[src/rtl/flac_pkg.sv]
// Shared FLAC subframe definitions: fixed-predictor limits, FSM encoding
// and the fixed-predictor coefficients (also used by the LPC restorer).
package flac_pkg;

  localparam int FLAC_MAX_FIXED_ORDER = 4;

  localparam logic [1:0] ST_IDLE  = 2'd0;
  localparam logic [1:0] ST_RUN   = 2'd1;
  localparam logic [1:0] ST_DRAIN = 2'd2;

  // Coefficient applied to history tap h<tap> (tap 1..4) for a given order.
  // These are the signed binomial rows (1), (2,-1), (3,-3,1), (4,-6,4,-1).
  function automatic int fixed_coef(input int order, input int tap);
    int c;
    c = 0;
    case (order)
      1: c = (tap == 1) ? 1 : 0;
      2: case (tap)
           1: c = 2;
           2: c = -1;
           default: c = 0;
         endcase
      3: case (tap)
           1: c = 3;
           2: c = -3;
           3: c = 1;
           default: c = 0;
         endcase
      4: case (tap)
           1: c = 4;
           2: c = -6;
           3: c = 4;
           4: c = -1;
           default: c = 0;
         endcase
      default: c = 0;
    endcase
    return c;
  endfunction

endpackage

[src/rtl/fixed_predictor.sv]
// Combinational FLAC fixed predictor: pred(order) from the last four
// reconstructed samples, evaluated at accumulator width so it never wraps.
module fixed_predictor
  import flac_pkg::*;
#(
  parameter int SAMPLE_W = 16,
  parameter int ACC_W    = 33
) (
  input  logic        [2:0]          order,
  input  logic signed [SAMPLE_W-1:0] h1,
  input  logic signed [SAMPLE_W-1:0] h2,
  input  logic signed [SAMPLE_W-1:0] h3,
  input  logic signed [SAMPLE_W-1:0] h4,
  output logic signed [ACC_W-1:0]    pred
);

  logic signed [ACC_W-1:0] hx     [1:4];
  logic signed [ACC_W-1:0] pred_o [0:FLAC_MAX_FIXED_ORDER];

  assign hx[1] = ACC_W'(h1);
  assign hx[2] = ACC_W'(h2);
  assign hx[3] = ACC_W'(h3);
  assign hx[4] = ACC_W'(h4);

  // One constant-coefficient sum per order; the order mux below picks one.
  for (genvar o = 0; o <= FLAC_MAX_FIXED_ORDER; o++) begin : g_order
    localparam logic signed [ACC_W-1:0] C1 = ACC_W'(fixed_coef(o, 1));
    localparam logic signed [ACC_W-1:0] C2 = ACC_W'(fixed_coef(o, 2));
    localparam logic signed [ACC_W-1:0] C3 = ACC_W'(fixed_coef(o, 3));
    localparam logic signed [ACC_W-1:0] C4 = ACC_W'(fixed_coef(o, 4));
    assign pred_o[o] = C1 * hx[1] + C2 * hx[2] + C3 * hx[3] + C4 * hx[4];
  end

  // Select the prediction for the latched order; illegal orders predict 0.
  always_comb begin
    pred = '0;
    case (order)
      3'd0:    pred = pred_o[0];
      3'd1:    pred = pred_o[1];
      3'd2:    pred = pred_o[2];
      3'd3:    pred = pred_o[3];
      3'd4:    pred = pred_o[4];
      default: pred = '0;
    endcase
  end

endmodule

[src/rtl/fixed_residual_restorer.sv]
// Streaming FLAC FIXED-subframe reconstructor: warm-up samples pass through,
// later residuals are added to the fixed prediction from the output history.
//
// state    | meaning
// ---------+------------------------------------------------------------
// ST_IDLE  | waiting for iStart; validates order/blocksize
// ST_RUN   | accepting warm-ups/residuals, one output register stage
// ST_DRAIN | all inputs taken; waiting for the last sample to be accepted
module fixed_residual_restorer
  import flac_pkg::*;
#(
  parameter int SAMPLE_W = 16,
  parameter int RESID_W  = 32,
  parameter int BS_W     = 16
) (
  input  logic                       iClock,
  input  logic                       iReset_n,
  input  logic                       iStart,
  input  logic        [2:0]          iOrder,
  input  logic        [BS_W-1:0]     iBlockSize,
  input  logic signed [RESID_W-1:0]  iData,
  input  logic                       iValid,
  output logic                       oReady,
  output logic signed [SAMPLE_W-1:0] oSample,
  output logic                       oValid,
  input  logic                       iReady,
  output logic                       oBusy,
  output logic                       oDone,
  output logic                       oError,
  output logic                       oOverflow
);

  localparam int ACC_W = ((RESID_W > SAMPLE_W + 4) ? RESID_W : SAMPLE_W + 4) + 1;

  logic        [1:0]          state;
  logic        [2:0]          order_q;
  logic        [2:0]          warm_left;
  logic        [BS_W-1:0]     remain;
  logic signed [SAMPLE_W-1:0] h1, h2, h3, h4;
  logic signed [ACC_W-1:0]    pred, data_ext, value, value_wrap;
  logic                       warm, xfer, value_ovf, start_bad;

  fixed_predictor #(
    .SAMPLE_W (SAMPLE_W),
    .ACC_W    (ACC_W)
  ) u_pred (
    .order (order_q),
    .h1    (h1),
    .h2    (h2),
    .h3    (h3),
    .h4    (h4),
    .pred  (pred)
  );

  assign data_ext   = ACC_W'(iData);
  assign warm       = (warm_left != 3'd0);
  assign value      = warm ? data_ext : data_ext + pred;
  // Overflow: the value does not survive truncation to SAMPLE_W and re-extension.
  assign value_wrap = ACC_W'($signed(value[SAMPLE_W-1:0]));
  assign value_ovf  = (value != value_wrap);
  assign start_bad  = (iOrder > 3'(FLAC_MAX_FIXED_ORDER)) || (iBlockSize == '0) ||
                      (iBlockSize <= BS_W'(iOrder));

  assign oReady = (state == ST_RUN) && (!oValid || iReady);
  assign xfer   = iValid && oReady;
  assign oBusy  = (state != ST_IDLE);

  // Block sequencing, output register, history shift and sticky flags.
  always_ff @(posedge iClock or negedge iReset_n) begin
    if (!iReset_n) begin
      state     <= ST_IDLE;
      order_q   <= '0;
      warm_left <= '0;
      remain    <= '0;
      h1        <= '0;
      h2        <= '0;
      h3        <= '0;
      h4        <= '0;
      oSample   <= '0;
      oValid    <= 1'b0;
      oDone     <= 1'b0;
      oError    <= 1'b0;
      oOverflow <= 1'b0;
    end else begin
      oDone <= 1'b0;
      case (state)
        ST_IDLE: begin
          if (iStart) begin
            order_q   <= iOrder;
            warm_left <= iOrder;
            remain    <= iBlockSize;
            h1        <= '0;
            h2        <= '0;
            h3        <= '0;
            h4        <= '0;
            oOverflow <= 1'b0;
            oError    <= start_bad;
            if (!start_bad) state <= ST_RUN;
          end
        end
        ST_RUN: begin
          if (oValid && iReady) oValid <= 1'b0;
          if (xfer) begin
            oSample <= value[SAMPLE_W-1:0];
            oValid  <= 1'b1;
            h4      <= h3;
            h3      <= h2;
            h2      <= h1;
            h1      <= value[SAMPLE_W-1:0];
            if (value_ovf) oOverflow <= 1'b1;
            if (warm) warm_left <= warm_left - 3'd1;
            remain <= remain - BS_W'(1);
            if (remain == BS_W'(1)) state <= ST_DRAIN;
          end
        end
        ST_DRAIN: begin
          if (oValid && iReady) begin
            oValid <= 1'b0;
            oDone  <= 1'b1;
            state  <= ST_IDLE;
          end
        end
        default: state <= ST_IDLE;
      endcase
    end
  end

endmodule
[config.mk]
export PLATFORM = sky130hd
export DESIGN_NAME = fixed_residual_restorer
export DESIGN_NICKNAME = d
export VERILOG_FILES = /design/src/rtl/flac_pkg.sv /design/src/rtl/fixed_predictor.sv /design/src/rtl/fixed_residual_restorer.sv
export SDC_FILE = /design/constraint.sdc
export NUM_CORES = 1
export LEC_CHECK = 0
export CAP_MARGIN = 30
export CORE_ASPECT_RATIO = 1.75
export CORE_MARGIN = 10
export CORE_UTILIZATION = 57
export DETAILED_ROUTE_END_ITERATION = 7
export PLACE_DENSITY = 0.78
export SLEW_MARGIN = 20
export SYNTH_ARGS = -nofsm -noshare
export SYNTH_HDL_FRONTEND = slang
export SYNTH_SLANG_ARGS = --single-unit
[constraint.sdc]
create_clock -name iClock -period 17.5 [get_ports iClock]
set_clock_uncertainty 0.05 [all_clocks]
set_input_delay 3.5 -clock iClock [delete_from_list [all_inputs] [get_ports iClock]]
set_output_delay 3.5 -clock iClock [all_outputs]
set_load 0.01 [all_outputs]
* Yosys cells after proc, flatten, opt, wreduce, memory -nomap -nowiden
Cells that the tools add are included.
** Storage, ports and cells
- Bits in read-only memories :: 0
- Memories kept :: 0
- Output and inout bits :: 22
- Bits in registers :: 108
- Bits in latches :: 0
- Input bits :: 56
- Bits in writable memories :: 0
** Cells by class
- Shift-type cells :: 0
- Equal/unequal tests :: 15
- $lt $le $gt $ge :: 2
- Mux-type cells :: 33
- Divide/modulo/power cells :: 0
- Reduce and logical (&&, ||, !) cells :: 19
- Multiply operators :: 3
- Bitwise gates (word level) :: 0
- Add/subtract/negate cells :: 11
** Operators with widths (count)
- 16-bit one-hot mux with 2 select lines :: 5
- 33-bit one-hot mux with 4 select lines :: 1
- 16-bit 2-to-1 mux :: 7
- 33-bit adder :: 2
- 16-bit negator with 33-bit output :: 2
- 3-bit by 16-bit multiplier with 19-bit output, first input constant :: 3
- 17-bit by 33-bit adder with 33-bit output :: 1
- 32-bit by 33-bit adder with 33-bit output :: 1
- 33-bit by 16-bit adder with 33-bit output :: 1
- 33-bit by 18-bit adder with 33-bit output :: 1
- 33-bit 2-to-1 mux :: 1
- 18-bit by 20-bit adder with 21-bit output :: 1
- 17-bit by 1-bit != test with 1-bit output :: 1
- 16-bit by 1-bit == test with 1-bit output, second input constant :: 1
- 16-bit by 3-bit <= comparator with 1-bit output :: 1
- 16-bit logical NOT :: 1
- 16-bit by 1-bit subtractor with 16-bit output, second input constant :: 1
- 2-bit != test, second input constant :: 6
- 2-bit 2-to-1 mux :: 5
- 3-bit 2-to-1 mux :: 3
- 4-bit AND reduction :: 2
- 1-bit 2-to-1 mux :: 7
- 3-bit by 2-bit == test with 1-bit output, second input constant :: 2
- 2-bit one-hot mux with 3 select lines :: 1
- other kinds (18) :: 26

* Longest topological paths before layout
Gate-level depths: netlist of run 1.
- Depth after elaboration :: 11
- Mapped depth :: 42
- Mapped depth without buffers :: 42

* Modules after synthesis
A second synthesis of run 1 with hierarchy kept.
** Unflattened totals
- Cell total of the unflattened synthesis :: 1712
- Area, all modules :: 14052.2 sq um
** By module, submodules not included
- fixed_residual_restorer :: cells an instance 886, instances 1, area each 7203.2 sq um
- fixed_predictor :: cells an instance 826, instances 1, area each 6849.1 sq um

* Worst setup path before layout of run 1
OpenSTA, ideal clock, no wires.
- Path type :: flip-flop to flip-flop
- Start point :: register h2[1]
- End point :: register oOverflow
- Required time :: 17.321 ns
- Period minus slack after synthesis :: 9.585 ns
- Setup time :: 0.129 ns
- Arrival :: 9.406 ns
- Cell stages (with the launch flop) :: 39
- Slack :: 7.915 ns
- Path through :: dfrtp_1 > inv_1 > ha_1 > ha_1 > ha_1 > fa_1 > a21o_1 > a21oi_1 > o21bai_1 > a21oi_1 > o21bai_1 > a21oi_1 > xnor2_1 > ha_1 > and2_1 > a22o_1 > a311o_1 > a21o_1 > (+3 left out) > nand2_1 > a2111oi_0 > nor3_1 > nor4b_1 > nor2_1 > xnor2_1 > a211o_1 > ha_1 > and3_1 > a221o_1 > a221o_1 > a41oi_2 > xnor2_1 > or4_1 > mux2_2 > a2111o_1 > a2111oi_2 > nor2_1
** Between the ends
- Longest elaborated chain between the ends :: 10
- Elaborated cells between the ends (all ways) :: 15
- Classes of those cells :: add/sub (8); mul (2); eq/ne (2); mux (2); reduce/logical (1)
** Ends and longest elaborated chain
- start: declaration :: RTL line fixed_residual_restorer.sv:39 : logic signed [SAMPLE_W-1:0] h1, h2, h3, h4;
- start signal: assignment :: RTL line fixed_residual_restorer.sv:76 : h2 <= '0;
- start signal: assignment :: RTL line fixed_residual_restorer.sv:93 : h2 <= '0;
- start signal: assignment :: RTL line fixed_residual_restorer.sv:108 : h2 <= h1;
- 3-bit by 16-bit multiplier with 19-bit output :: RTL line fixed_predictor.sv:31 : assign pred_o[o] = C1 * hx[1] + C2 * hx[2] + C3 * hx[3] + C4 * hx[4];
- 18-bit by 20-bit adder with 21-bit output :: RTL line fixed_predictor.sv:31
- 33-bit by 18-bit adder with 33-bit output :: RTL line fixed_predictor.sv:31
- 33-bit adder :: RTL line fixed_predictor.sv:31
- 33-bit one-hot mux with 4 select lines (*) :: RTL line fixed_predictor.sv:37 : case (order)
- 32-bit by 33-bit adder with 33-bit output (*) :: RTL line fixed_residual_restorer.sv:57 : assign value = warm ? data_ext : data_ext + pred;
- 33-bit 2-to-1 mux (*) :: RTL line fixed_residual_restorer.sv:57
- 17-bit by 1-bit != test with 1-bit output (*) :: RTL line fixed_residual_restorer.sv:60 : assign value_ovf = (value != value_wrap);
- 2-bit != test (no line) (*)
- 4-bit AND reduction (no line) (*)
- end signal: assignment :: RTL line fixed_residual_restorer.sv:83 : oOverflow <= 1'b0;
- end signal: assignment :: RTL line fixed_residual_restorer.sv:96 : oOverflow <= 1'b0;
- end signal: assignment :: RTL line fixed_residual_restorer.sv:110 : if (value_ovf) oOverflow <= 1'b1;
- end: declaration :: RTL line fixed_residual_restorer.sv:30 : output logic oOverflow
Mark *: on every way between the ends. The rest lies on a longest branch, timed or not.
A chain may end at the register's enable or synchronous reset.

* Worst setup path in the final report of run 1
Ends and elaborated chain as after synthesis.

==> out/qor.txt, run 1 <==
Initial core utilization - 0.581
Tmin final - 10.72 ns
Antenna violations before repair - 0
Data required, critical path - 17.71 ns
Core Footprint - 22700 µm²
Hold Buf Count CTS - 0
Placed Instances - 1945
Site row count - 73
Final count of hold timing violations - 0
Clock slew at reported path FFs - 0.09 ns
DRC viols - 0
Hold Crit Class - reg2reg
Critical path class - reg2reg
Die area - 29900 µm²
Clk sink count - 108
Period utilisation layout - 0.613
Diode count - 0
Via density - 6.29
Final WL - 39.5 mm
I/O Buffers - 77
Max incr delay on CP - 0.76 ns
Worst-path maximum fanout - 7
TritonRoute pass-1 iters - 5
Total CTS buffers - 9
First-pass GRT wire length - 63.3 mm
Worst slew pin tran - 1.06 ns
RSZ-0062 raised after global routing - no
Nets - 1953
Post-DRT Antenna Nets - 0
CP endpoint kind - register
Cts repair resizes - 0
Final setup fails - 0
Async SR Flop Fraction - 1.00
Vias in the first global route - 12600
Synthesis Warnings - 0
Max_cap viols - 0
Root Buffer Master - clkbuf_16
Cells after Synth - 1610
GRT Resource Usage Total - 0.263
Non-filler instance count after layout - 1961
Largest net degree at the start of global routing - 76
Crit start category - register
Post-synth EDFFs - 0
Net Count, Synth - 1907
CTS tree - yes
Grt total ovfl - 0
Peak Freq - 0.0933 GHz
Area Overhead vs Synth - 10.0%
Critical path startpoint - h2[1]
Status - finished clean
Worst R2R Start - h2[1]
WL per Instance - 20.1 µm
Routability cong. - 0.979
Initial DRC Count - 710
Die Ht - 221 µm
Slew HR - 0.289
CP Buf/Inv Count - 1
Top_reg_cell synth - dfrtp_1
Hold Startpoint - oSample[12]
Via count - 12300
Post-CTS setup buffer count - 0
Share of layout cells above drive strength 1 - 0.0295
Final slew viol count - 0
Bufs on Longest Clock Path - 2
Cell mode on critical path - ha_1
Count of cell types in the netlist - 76
Post-DP HPWL - 31.9 mm
Yosys reg bits - 108
Sequential element share of the synthesized area - 0.205
Avg Inst Size Synth - 8.21 µm²
Crit path arrival time - 10.93 ns
# H-tree levels - 3
Final hold slack - 0.436 ns
Ports - 78
Slowest CP cell - a2111oi_0
Syn Std Cell Area - 13200 µm²
Setup TNS - 0 ns
Crit-path leading delay family - compound AO/OA/AOI/OAI gates
Die X - 135 µm
Clock latency on the worst-skew pair - 0.39 ns
==> tightest hold or removal path: stages (launching register included) <==
cell     delay, ns
dfrtp_1       0.35
nand2_1       0.04
o21ai_0       0.06
==> layout by cell type, fill, tap and decap left out, types with 18 or more instances in the layout <==
cell and n:
nor2_1 88, fa_1 47, nor3_1 31, ha_1 193, a21oi_1 136, dfrtp_1 108, o31ai_1 18, xnor2_1 75
nand3_1 71, nand2_1 135, a21o_1 46, clkdlybuf4s50_1 76, o21ai_0 150, xor2_1 30, inv_1 141
==> metrics by stage <==
step	setup WS [ns]	instance area [µm²]	utilization
2_1_floorplan	7.91	13200	-
3_3_place_gp	7.19	14200	0.626
3_5_place_dp	6.89	14200	0.626
4_1_cts	6.84	14500	0.639
5_1_grt	6.13	14500	0.639
6_report	6.78	14500	0.639
==> metal layers <==
layer,wire (µm),GRT usage
met1,14200,0.270
met5,0,0
met4,2980,0.193
met2,20700,0.474
met3,1670,0.0295
==> worst paths after layout <==
path / to / slack [ns] / cells after the start
worst max-delay path: oOverflow / 6.78 / 36
worst min-delay path: oSample[12] / 0.44 / 2
worst max register to register: oOverflow / 6.78 / 36
worst min register to register: oSample[12] / 0.44 / 2
max in group asynchronous: h2[7] / 13.04 / 2
min in group asynchronous: remain[10] / 3.11 / 1
==> cell usage after synthesis (all sizes together), types with 13 or more instances <==
cell type    n  area share
and3        15      0.0071
nand3       71       0.027
a21o        46       0.026
clkbuf      42       0.012
o21ai      152       0.058
o31ai       18       0.010
fa          47       0.071
xor2        30       0.020
dfrtp      108        0.20
nor3        31       0.012
inv        141       0.040
nor2b       13      0.0062
ha         194        0.18
o21bai      16      0.0091
nor2        88       0.025
o22ai       15      0.0071
a21oi      137       0.052
xnor2       75       0.050
a211oi      15      0.0085
nand2b      16      0.0076
nand2      135       0.038
==> area by class of cell <==
class,count,area (µm²)
multi-input cells,1311,9800
well taps,300,375
inverters,141,529
repair buffers,85,836
clock inverters,7,70.1
clock buffers,9,225
fillers,2020,8200
flip-flops and latches,108,2700
==> registers in the layout, summed over array words and instances, names as in the netlist, 3 cells and up <==
signal,flops
warm_left,3
h2,16
h3,16
oSample,16
h1,16
h4,16
remain,16
order_q,3
==> cell families after synthesis <==
kind of cell / after synthesis / synth area share
xor gates and xnor gates: 105 / 0.0696
adders and majority gates: 241 / 0.255
muxes: 13 / 0.0104
and+or+nand+nor: 432 / 0.156
buffers and inverters: 191 / 0.0548
AOI/OAI and AO/OA: 520 / 0.249
DFF: 108 / 0.205
Power of run 1 is not shown: default switching activity piles up to over one toggle a cycle in this logic, so the estimate is an artifact.
==> run 2: changes to the inputs <==
CORE_UTILIZATION = 56   (was 57)
PLACE_DENSITY = 0.8   (was 0.78)
clock period = 8.95 ns   (was 17.5 ns; I/O delays follow)
==> run 2 against run 1 <==
Effect of this change: the run now ends with negative setup slack left; utilization up 6.9 points; non-clock buffer count up 207; clock-buffer cell count up 2; critical endpoint unchanged; largest cell class unchanged.
==> out/qor.txt, run 2 (synthesized netlist as in run 1, its figures left out) <==
RSZ-0062 raised after global routing - yes
Die Ht - 223 µm
Worst R2R Start - h2[1]
Commonest non-fill, non-tap cell in the layout - buf_4
Final count of hold timing violations - 0
Initial core utilization - 0.566
Core Footprint - 23300 µm²
Cell mode on critical path - ha_4
Worst-path maximum fanout - 4
Max_cap viols - 0
Critical path startpoint - h2[1]
Post-Place Setup Slack - -0.594 ns
Post-DRT Antenna Nets - 0
Placed cell area - 15700 µm²
Hold Path Sink - oSample[14]
Bufs on Longest Clock Path - 2
Area Overhead vs Synth - 25.0%
Crit start category - register
Crit-path leading delay family - compound AO/OA/AOI/OAI gates
Total CTS buffers - 9
GRT Resource Usage Total - 0.290
First-pass GRT wire length - 69.5 mm
Nets - 2160
# H-tree levels - 3
TritonRoute pass-1 iters - 6
Slew HR - 0.291
I/O Buffers - 77
Final Core Density - 0.708
DRC viols - 0
Critical path class - reg2reg
Hold path depth - 2
Root Buffer Master - clkbuf_16
Die X - 136 µm
Final slew viol count - 0
Slowest CP cell - fa_1
Worst slew pin tran - 1.06 ns
Final setup fails - 1
Largest net degree at the start of global routing - 81
CP Buf/Inv Count - 4
Clock slew at reported path FFs - 0.08 ns
Hold Crit Class - reg2reg
Share of layout cells above drive strength 1 - 0.175
Period utilisation layout - 1.03
Site row count - 74
GR Util met1 - 0.286
Hold Buf Count CTS - 0
Final instance area - 16500 µm²
GR Util met2 - 0.520
Via count - 13400
Via density - 6.17
Ports - 78
Status - complete, but fails checks
Worst setup margin - -0.231 ns
Post-DP HPWL - 34.9 mm
CTS tree - yes
Data required, critical path - 9.18 ns
Failing checks - negative setup slack
Clock latency on the worst-skew pair - 0.40 ns
Grt total ovfl - 0
Initial DRC Count - 889
Grt peak-use layer - met2
Peak Freq - 0.109 GHz
Tmin final - 9.18 ns
Routability cong. - 0.985
Commonest non-fill, non-tap cells in the layout - buf_4 (216), ha_1 (178), inv_1 (138)
Max incr delay on CP - 0.48 ns
Clk sink count - 108
WL per Instance - 20.3 µm
CP endpoint kind - register
Register-to-register setup slack - -0.23 ns
Reg2reg path depth - 40
GRT met3 Usage - 0.0365
Final WL - 44.2 mm
Die area - 30400 µm²
Reg2reg end - oOverflow
Final hold slack - 0.444 ns
Crit path arrival time - 9.41 ns
Diode count - 0
Antenna violations before repair - 0
Hold Startpoint - oSample[14]
Vias in the first global route - 13800
run 2: cell count changes in the layout (fill, tap and decap cells not counted), sizes merged:
cell / delta
clkinvlp: +1
buf: +207
clkinv: -3
clkbuf: +2
run 2: through the flow:
stage,std cells,TNS (ns)
4_1_cts,2163,-0.146
5_1_grt,2172,-0.548
6_report,2172,-0.231
3_3_place_gp,2131,-0.400
2_1_floorplan,1610,0
3_5_place_dp,2131,-0.594
run 2: worst max-delay path by stage:
stage	slack [ns]	end	cells past startpoint
2_1_floorplan	0.007	oOverflow	41
3_3_place_gp	-0.40	oOverflow	39
3_5_place_dp	-0.59	oOverflow	39
4_1_cts	-0.15	oOverflow	38
5_1_grt	-0.55	oOverflow	41
6_report	-0.23	oOverflow	40
run 2: cell type report:
| class | instances | area (µm²) |
|---|---|---|
| flip-flops and latches | 108 | 2700 |
| multi-input cells | 1311 | 10200 |
| repair buffers | 292 | 2380 |
| clock buffers | 11 | 243 |
| well taps | 304 | 380 |
| inverters | 141 | 529 |
| fillers | 1886 | 6810 |
| clock inverters | 5 | 55.1 |
run 2: worst register-to-register path: cells and delay by family, from the launching register on:
kind	cells	cell delay [ns]
AO/OA/AOI/OAI	18	3.96
XOR/XNOR	4	0.65
adder cells (fa/ha/maj)	8	2.36
buffers and inverters	4	0.54
flip-flops	1	0.39
multiplexers	1	0.27
AND/OR/NAND/NOR	5	0.86
run 2: repair_timing:
item / CTS / global route
pin swaps: 59 / 60
resized for setup: 46 / 39
setup buffers: 16 / 9
endpoints found under the setup margin: 1 / 1
endpoints found under the hold margin: 0 / 0
run 2: per-layer routing:
metal / share of wire / routed length [µm]
met3: 0.039 / 1740
met1: 0.35 / 15400
met5: 0 / 0
met4: 0.089 / 3940
met2: 0.52 / 23100
Power of run 2 is left out for the same reason.
==> run 3: changes to the inputs <==
CTS_CLUSTER_SIZE = 30   (was unset)
GPL_TIMING_DRIVEN = 0   (was unset)
==> run 3 against run 2 <==
Effect of this change: the flow still finishes with violations (negative setup slack); non-clock buffer count is 130 lower; design area fell by 6.3%; routed wire length increased by 1.0%; worst hold slack got worse by 0.0068 ns; maximum frequency decreased by 3.6%.
==> out/qor.txt, run 3 (synthesized netlist as in run 1, its figures left out) <==
Commonest non-fill, non-tap cells in the layout - ha_1 (177), o21ai_0 (138), inv_1 (137)
DRC viols - 0
Crit path arrival time - 9.73 ns
Bufs on Longest Clock Path - 2
Slowest CP cell - or4_1
WL per Instance - 21.9 µm
Total CTS buffers - 9
TritonRoute pass-1 iters - 6
Clk sink count - 108
Area Overhead vs Synth - 17.1%
Via count - 13200
Routability cong. - 0.979
RSZ-0062 raised after global routing - yes
Final count of hold timing violations - 0
Die X - 136 µm
Via density - 6.44
CP endpoint kind - register
Hold Crit Class - reg2reg
Largest net degree at the start of global routing - 59
Cell mode on critical path - ha_1
First-pass GRT wire length - 69.2 mm
Max_cap viols - 0
Final slew viol count - 0
Crit start category - register
Root Buffer Master - clkbuf_16
Placed cell area - 14500 µm²
I/O Buffers - 77
Slew HR - 0.396
Max incr delay on CP - 0.54 ns
Initial DRC Count - 911
Final instance area - 15500 µm²
Die Ht - 223 µm
Clock slew at reported path FFs - 0.09 ns
Layout fillers - 1967
Initial core utilization - 0.566
Worst-path maximum fanout - 5
Peak Freq - 0.105 GHz
Post-DP HPWL - 35.3 mm
Final WL - 44.6 mm
Ports - 78
GRT Resource Usage Total - 0.289
Core Footprint - 23300 µm²
Worst slew pin tran - 0.906 ns
Post-Place Setup Slack - -1.51 ns
Vias in the first global route - 13500
Share of layout cells above drive strength 1 - 0.0869
Failing checks - negative setup slack
Worst setup margin - -0.572 ns
Post-DRT Antenna Nets - 0
Hold Buf Count CTS - 0
Data required, critical path - 9.16 ns
Tmin final - 9.52 ns
Critical path class - reg2reg
Status - complete, but fails checks
Site row count - 74
Antenna violations before repair - 0
Grt total ovfl - 0
Clock latency on the worst-skew pair - 0.38 ns
Die area - 30400 µm²
Final setup fails - 1
Nets - 2030
Final Core Density - 0.663
CTS tree - yes
Period utilisation layout - 1.06
Diode count - 0
# H-tree levels - 3
Commonest non-fill, non-tap cell in the layout - ha_1
## run 3: path summary, 6_finish.rpt
kind,from,endpoint,slack (ns),cells after the start
min reg2reg,oSample[7],oSample[7],0.44,2
min,oSample[7],oSample[7],0.44,2
max,h2[4],oOverflow,-0.57,38
max in group asynchronous,iReset_n,h2[3],6.83,2
max reg2reg,h2[4],oOverflow,-0.57,38
min in group asynchronous,iReset_n,remain[10],1.31,1
## run 3: final cells by class
cell class              count  area, µm²  share of cell area
multi-input cells        1311      10300               0.666
flip-flops and latches    108       2710               0.175
well taps                 304        380              0.0246
clock buffers               9        225              0.0146
inverters                 141        533              0.0344
repair buffers            114       1070              0.0694
plain buffers              48        188              0.0121
clock inverters             7       68.8             0.00445
## run 3: metal layers
layer,wire length [µm],track usage
met5,0,0
met4,4570,0.273
met3,2120,0.0315
met2,22800,0.509
met1,15200,0.283
## run 3: metrics by stage
stage	std cells	setup TNS, ns	hold slack (ns)
finish	2042	-0.572	0.437
global route	2042	-0.858	0.476
CTS	2038	-0.596	0.438
detailed placement	1992	-1.51	0.419
global placement	1991	-1.39	0.415
floorplan	1610	0	0.428
## run 3: repair_timing
item	4_1_cts	5_1_grt
setup endpoints to repair	1	1
gates resized for setup	70	21
buffers inserted	31	5
pin swaps	63	19
gates cloned	0	0
## run 3: critical path: cells and delay by family (launching register included)
kind            cells  cell delay [ns]
flops               1             0.42
compound gates     16             3.91
simple gates        7             1.24
mux                 1             0.31
xor+xnor            3             0.48
fa+ha+maj           7             2.43
buf+inv             4             0.55
Power of run 3 is left out for the same reason.
